$ cat src/rtl/ttt_turn_sequencer.sv
// ============================================================================
//  Module   : ttt_turn_sequencer
//  Brief    : Clocked tic-tac-toe turn controller. It holds the 3x3 grid,
//             synchronizes and edge-detects the buttons, alternates turns and
//             detects a win or a full grid.
//             Optional macro TTT_COMP_PLAYER_EN adds the computer move on
//             comp_button.
//  Revision : 1.0 - initial release
// ============================================================================
`default_nettype none

module ttt_turn_sequencer #(
    parameter int SYNC_STAGES = 2
) (
    input  logic        clk,
    input  logic        reset_n,
    input  logic [8:0]  cell_btn,
    input  logic        comp_button,
    output logic [17:0] cell_led,
    output logic        p1_turn,
    output logic        p2_turn,
    output logic        p1_win,
    output logic        p2_win,
    output logic        grid_full,
    output logic        move_err
);

    typedef enum logic [1:0] {
        P1_WAIT   = 2'd0,
        P2_WAIT   = 2'd1,
        CHECK     = 2'd2,
        GAME_OVER = 2'd3
    } state_t;

    state_t      r_state;
    logic [17:0] r_grid;
    logic        r_mover_p2;

    logic [8:0]  r_cell_sync [SYNC_STAGES];
    logic [8:0]  r_cell_hist;
    logic [8:0]  w_cell_press;
    logic        w_multi;
    logic [8:0]  w_empty;
    logic [8:0]  w_p1_mask;
    logic [8:0]  w_p2_mask;
    logic        w_full;
    logic        w_comp_press;
    logic [8:0]  w_comp_sel;
    logic [8:0]  w_move_sel;
    logic [1:0]  w_code;

    always_ff @(posedge clk or negedge reset_n) begin
        if (!reset_n) begin
            for (int s = 0; s < SYNC_STAGES; s++) r_cell_sync[s] <= '0;
            r_cell_hist <= '0;
        end else begin
            r_cell_sync[0] <= cell_btn;
            for (int s = 1; s < SYNC_STAGES; s++) r_cell_sync[s] <= r_cell_sync[s-1];
            r_cell_hist <= r_cell_sync[SYNC_STAGES-1];
        end
    end

    assign w_cell_press = r_cell_sync[SYNC_STAGES-1] & ~r_cell_hist;
    // Clearing the lowest set bit leaves something only when two or more are set.
    assign w_multi      = |(w_cell_press & (w_cell_press - 9'd1));

`ifdef TTT_COMP_PLAYER_EN
    logic [SYNC_STAGES-1:0] r_comp_sync;
    logic                   r_comp_hist;

    always_ff @(posedge clk or negedge reset_n) begin
        if (!reset_n) begin
            r_comp_sync <= '0;
            r_comp_hist <= 1'b0;
        end else begin
            r_comp_sync <= {r_comp_sync[SYNC_STAGES-2:0], comp_button};
            r_comp_hist <= r_comp_sync[SYNC_STAGES-1];
        end
    end

    assign w_comp_press = r_comp_sync[SYNC_STAGES-1] & ~r_comp_hist;
    // Two's-complement isolate: one-hot of the lowest-index empty cell.
    assign w_comp_sel   = w_empty & (~w_empty + 9'd1);
`else
    logic w_unused_comp;
    assign w_unused_comp = comp_button;
    assign w_comp_press  = 1'b0;
    assign w_comp_sel    = '0;
`endif

    for (genvar k = 0; k < 9; k++) begin : g_cells
        assign w_empty[k]   = (r_grid[2*k +: 2] == 2'b00);
        assign w_p1_mask[k] = (r_grid[2*k +: 2] == 2'b01);
        assign w_p2_mask[k] = (r_grid[2*k +: 2] == 2'b10);
    end

    assign w_full     = ~|w_empty;
    assign w_move_sel = (|w_cell_press) ? w_cell_press : w_comp_sel;
    assign w_code     = (r_state == P2_WAIT) ? 2'b10 : 2'b01;
    assign cell_led   = r_grid;

    function automatic logic has_line(input logic [8:0] m);
        return (&m[2:0]) | (&m[5:3]) | (&m[8:6]) |
               (m[0] & m[3] & m[6]) | (m[1] & m[4] & m[7]) | (m[2] & m[5] & m[8]) |
               (m[0] & m[4] & m[8]) | (m[2] & m[4] & m[6]);
    endfunction

    always_ff @(posedge clk or negedge reset_n) begin
        if (!reset_n) begin
            r_state    <= P1_WAIT;
            r_grid     <= '0;
            r_mover_p2 <= 1'b0;
            p1_turn    <= 1'b1;
            p2_turn    <= 1'b0;
            p1_win     <= 1'b0;
            p2_win     <= 1'b0;
            grid_full  <= 1'b0;
            move_err   <= 1'b0;
        end else begin
            move_err <= 1'b0;
            case (r_state)
                P1_WAIT, P2_WAIT: begin
                    if (w_multi) begin
                        move_err <= 1'b1;
                    end else if ((|w_cell_press) && !(|(w_cell_press & w_empty))) begin
                        move_err <= 1'b1;
                    end else if ((|w_cell_press) ||
                                 (r_state == P2_WAIT && w_comp_press && (|w_comp_sel))) begin
                        for (int k = 0; k < 9; k++)
                            if (w_move_sel[k]) r_grid[2*k +: 2] <= w_code;
                        r_mover_p2 <= (r_state == P2_WAIT);
                        r_state    <= CHECK;
                        p1_turn    <= 1'b0;
                        p2_turn    <= 1'b0;
                    end
                end
                CHECK: begin
                    if (r_mover_p2 ? has_line(w_p2_mask) : has_line(w_p1_mask)) begin
                        if (r_mover_p2) p2_win <= 1'b1;
                        else            p1_win <= 1'b1;
                        grid_full <= w_full;
                        r_state   <= GAME_OVER;
                    end else if (w_full) begin
                        grid_full <= 1'b1;
                        r_state   <= GAME_OVER;
                    end else if (r_mover_p2) begin
                        r_state <= P1_WAIT;
                        p1_turn <= 1'b1;
                    end else begin
                        r_state <= P2_WAIT;
                        p2_turn <= 1'b1;
                    end
                end
                default: begin
                    r_state <= GAME_OVER;
                end
            endcase
        end
    end

endmodule

`default_nettype wire

$ cat config.mk
export PLATFORM = sky130hd
export DESIGN_NAME = ttt_turn_sequencer
export DESIGN_NICKNAME = d
export VERILOG_FILES = /design/src/rtl/ttt_turn_sequencer.sv
export SDC_FILE = /design/constraint.sdc
export NUM_CORES = 1
export LEC_CHECK = 0
export ABC_CLOCK_PERIOD_IN_PS = 2250
export CAP_MARGIN = 20
export CORE_MARGIN = 3
export CORE_UTILIZATION = 29
export CTS_CLUSTER_SIZE = 16
export DETAILED_ROUTE_END_ITERATION = 7
export HOLD_SLACK_MARGIN = 0.02
export PLACE_DENSITY_LB_ADDON = 0.15
export SKIP_CTS_REPAIR_TIMING = 1
export SLEW_MARGIN = 10
export SYNTH_ARGS = -nofsm -noshare
export SYNTH_HDL_FRONTEND = slang
export SYNTH_SLANG_ARGS = --single-unit
$ cat constraint.sdc
create_clock -name clk -period 2.25 [get_ports clk]
set_input_delay 0.225 -clock clk [delete_from_list [all_inputs] [get_ports clk]]
set_output_delay 0.225 -clock clk [all_outputs]
set_load 0.1 [all_outputs]
==> implementation parameters <==
Parameter                              Value

Outcome
  Result of the run ... complete, no violations

Layout
  Multi-input gate area ... 950.9 um^2
  FILL cells ... 796
  Storage element area ... 1370 um^2
  Fraction of layout instances using a drive strength above 1 ... 36.89%
  Net count of the finished layout ... 255
  Commonest cells after routing, fill and taps aside ... 41 x buf_4, 39 x dfrtp_1, 14 x nor2_1, 14 x dfrtp_2, 13 x a21o_1
  Area grow syn2layout ... 28.61%
  Most common cell after layout, fill and taps aside ... buf_4
  Antenna diodes ... 0
  Count of non-filler cells in the finished layout ... 346

Synth
  Seq/Total Area, Yosys ... 58.24%
  Post-synth cell types ... 49
  Syn Nets ... 197
  FFs w/ async S/R, synth ... 100.0%
  Synth Cell Area ... 2322 um^2
  Synth top area share ... 57.11%
  Gate Count Post-Synth ... 185
  Library cell with the largest summed area after synthesis ... dfrtp_1
  Ranking of synthesized cells by area ... dfrtp_1 57%, a21o_1 4.2%, nor4bb_1 3.9%, nor2b_1 3.0%, nor2b_4 2.4%
  Synthesized flop and latch total ... 54
  EDFF count, synth ... 0
  Yosys warning count ... 0
  Prevailing post-synth register cell ... dfrtp_1
  Per-instance average area after synthesis ... 12.55 um^2

STA
  Final sum of negative setup slack ... 0 ps
  Tmin final ... 2112 ps
  Number of pins exceeding their max-slew limit in the final report ... 0
  Remaining max-slew budget at the tightest pin ... 63.45%
  # setup viols final ... 0
  Final cycle utilization of the critical path ... 93.87%
  Fmax achieved ... 473.5 MHz
  Slew at the pin with the worst max-slew slack ... 543.3 ps
  Fin worst setup slack ... 137.9 ps
  Worst Skew ... 8.711 ps
  Number of endpoints with negative hold slack in the final report ... 0
  Unrepaired setup endpoints after global routing ... yes

Detailed routing
  Detail-routed via count per cell ... 4.855
  # DRC ... 0
  Detailed-router iteration count before antenna repair ... 4
  Total wirelength of the detailed-routed design ... 5574 um
  Wire length per cell ... 16.11 um
  Antenna-violating nets left ... 0
  Vias after detailed routing ... 1,680
  Initial detailed-routing violation count ... 102

Clocking
  Master cell of the clock root buffer ... clkbuf_8
  Clock Tree Buf Depth ... 2
  Clock latency on the worst-skew pair ... 310 ps
  Total clock sinks ... 54
  Number of CTS-inserted buffers ... 5
  Clk slew on worst S/H paths ... 100 ps
  CTS tree ... yes
  Maximum level of the CTS H-tree ... 2

Global routing
  Vias in the first global route ... 1,681
  Total overflow reported by the global router ... 0
  Number of antenna violations at the first check in global routing ... 0
  Largest net degree at the start of global routing ... 37
  Combined global-route utilization of all metal layers ... 13.55%
  Wire length of the first global-routing pass ... 9294 um

Critical path
  R2R Path Start ... cell_led[8]
  Nature of the critical path endpoint ... flop
  Arrival time of data at the critical path endpoint ... 2330 ps
  Category of the most critical setup path ... reg -> reg
  Timing startpoint of the critical path ... cell_led[8]
  Crit Path Max Fanout ... 9
  Sort of element at the start of the critical path ... flop
  Data required time of the worst path ... 2470 ps

Floorplan
  # rows ... 32
  Core ar. ... 7767 um^2
  Total Die Area ... 9117 um^2
  IO Pins ... 36
  Die H ... 95.49 um
  Initial cell density of the core ... 29.90%
  Die extent in x ... 95.49 um

Placed design
  Dpl ws ... 124.5 ps
  Detail Placement HPWL ... 4112 um
  IO Port Bufs ... 34
  Number of cells after detailed placement ... 337
  Placer congestion estimate ... 0.8000

Min path
  Kind of path behind the tightest hold check ... in -> async

Job
  Max-cap violations ... 0
cell families after synthesis:
kind of cell    count (synthesis)  share of synthesized area, %
mux                             1                        0.4849
flops                          54                         58.24
fa+ha+maj                       1                        0.4849
simple gates                   68                         20.58
buf+inv                         8                         1.293
compound gates                 53                         18.91
Yosys cell counts (2+ instances only):
master	instances
nor4bb_1	9
and4bb_2	3
nand2_1	6
a22oi_1	4
nand2b_1	2
a211o_1	2
nor2b_4	4
nor2_1	14
inv_1	7
nand3_1	2
a31o_2	6
a31oi_1	2
and2_1	2
o21ai_1	6
and4bb_1	2
nor4_1	3
a211oi_1	2
a221oi_1	2
nor2b_1	11
a21o_1	13
o22ai_1	2
dfrtp_1	53
o21ai_0	2
routing by layer:
layer	GRT usage (%)	vias up	wire length, um
met5	0	-	0
met4	4.858	0	117
met3	3.236	11	205
met2	22.04	33	2784
met1	17.57	818	2466
li1	-	818	-
path summary, 6_finish.rpt:
| kind | to | slack (ps) | cells after the start |
|---|---|---|---|
| min in group clk | r_cell_sync[11] | 340 | 1 |
| worst min-delay path | cell_led[14] | 220 | 2 |
| worst min register to register | r_cell_sync[2] | 360 | 0 |
| worst max-delay path | p1_turn | 140 | 6 |
| worst max register to register | p1_turn | 140 | 6 |
| max in group asynchronous | cell_led[10] | 1400 | 3 |
flip-flops by register name (all words and copies together), names as in the netlist:
name,count
r_cell_sync,18
r_state,2
p2_win,1
r_cell_hist,9
grid_full,1
r_mover_p2,1
p1_win,1
cell_led,18
p2_turn,1
move_err,1
p1_turn,1
critical path: stages (launching register included):
cell	delay, ps
dfrtp_2	490
and4bb_2	250
o21ai_1	200
a41oi_1	170
a211o_1	290
a221o_1	320
a221oi_1	310
layout make-up:
class	count	share of cell area [%]
Clock buffer	6	2.765
Inverter	7	0.8798
Clock inverter	2	0.5446
Tap cell	102	4.273
Sequential cell	54	45.87
Multi-Input combinational cell	123	31.84
Timing Repair Buffer	52	13.82
per-stage QoR:
| stage | util, % | area, um^2 | hold WS [ps] |
|---|---|---|---|
| 2_1_floorplan | - | 2340 | -70.59 |
| 3_3_place_gp | 36.90 | 2867 | 24.62 |
| 3_5_place_dp | 36.90 | 2867 | 21.60 |
| 4_1_cts | 38.18 | 2965 | -330.2 |
| 5_1_grt | 38.45 | 2987 | 229.2 |
| 6_report | 38.45 | 2987 | 222.0 |
Power is not shown: default switching activity piles up to over one toggle a cycle in this logic, so the estimate is an artifact.
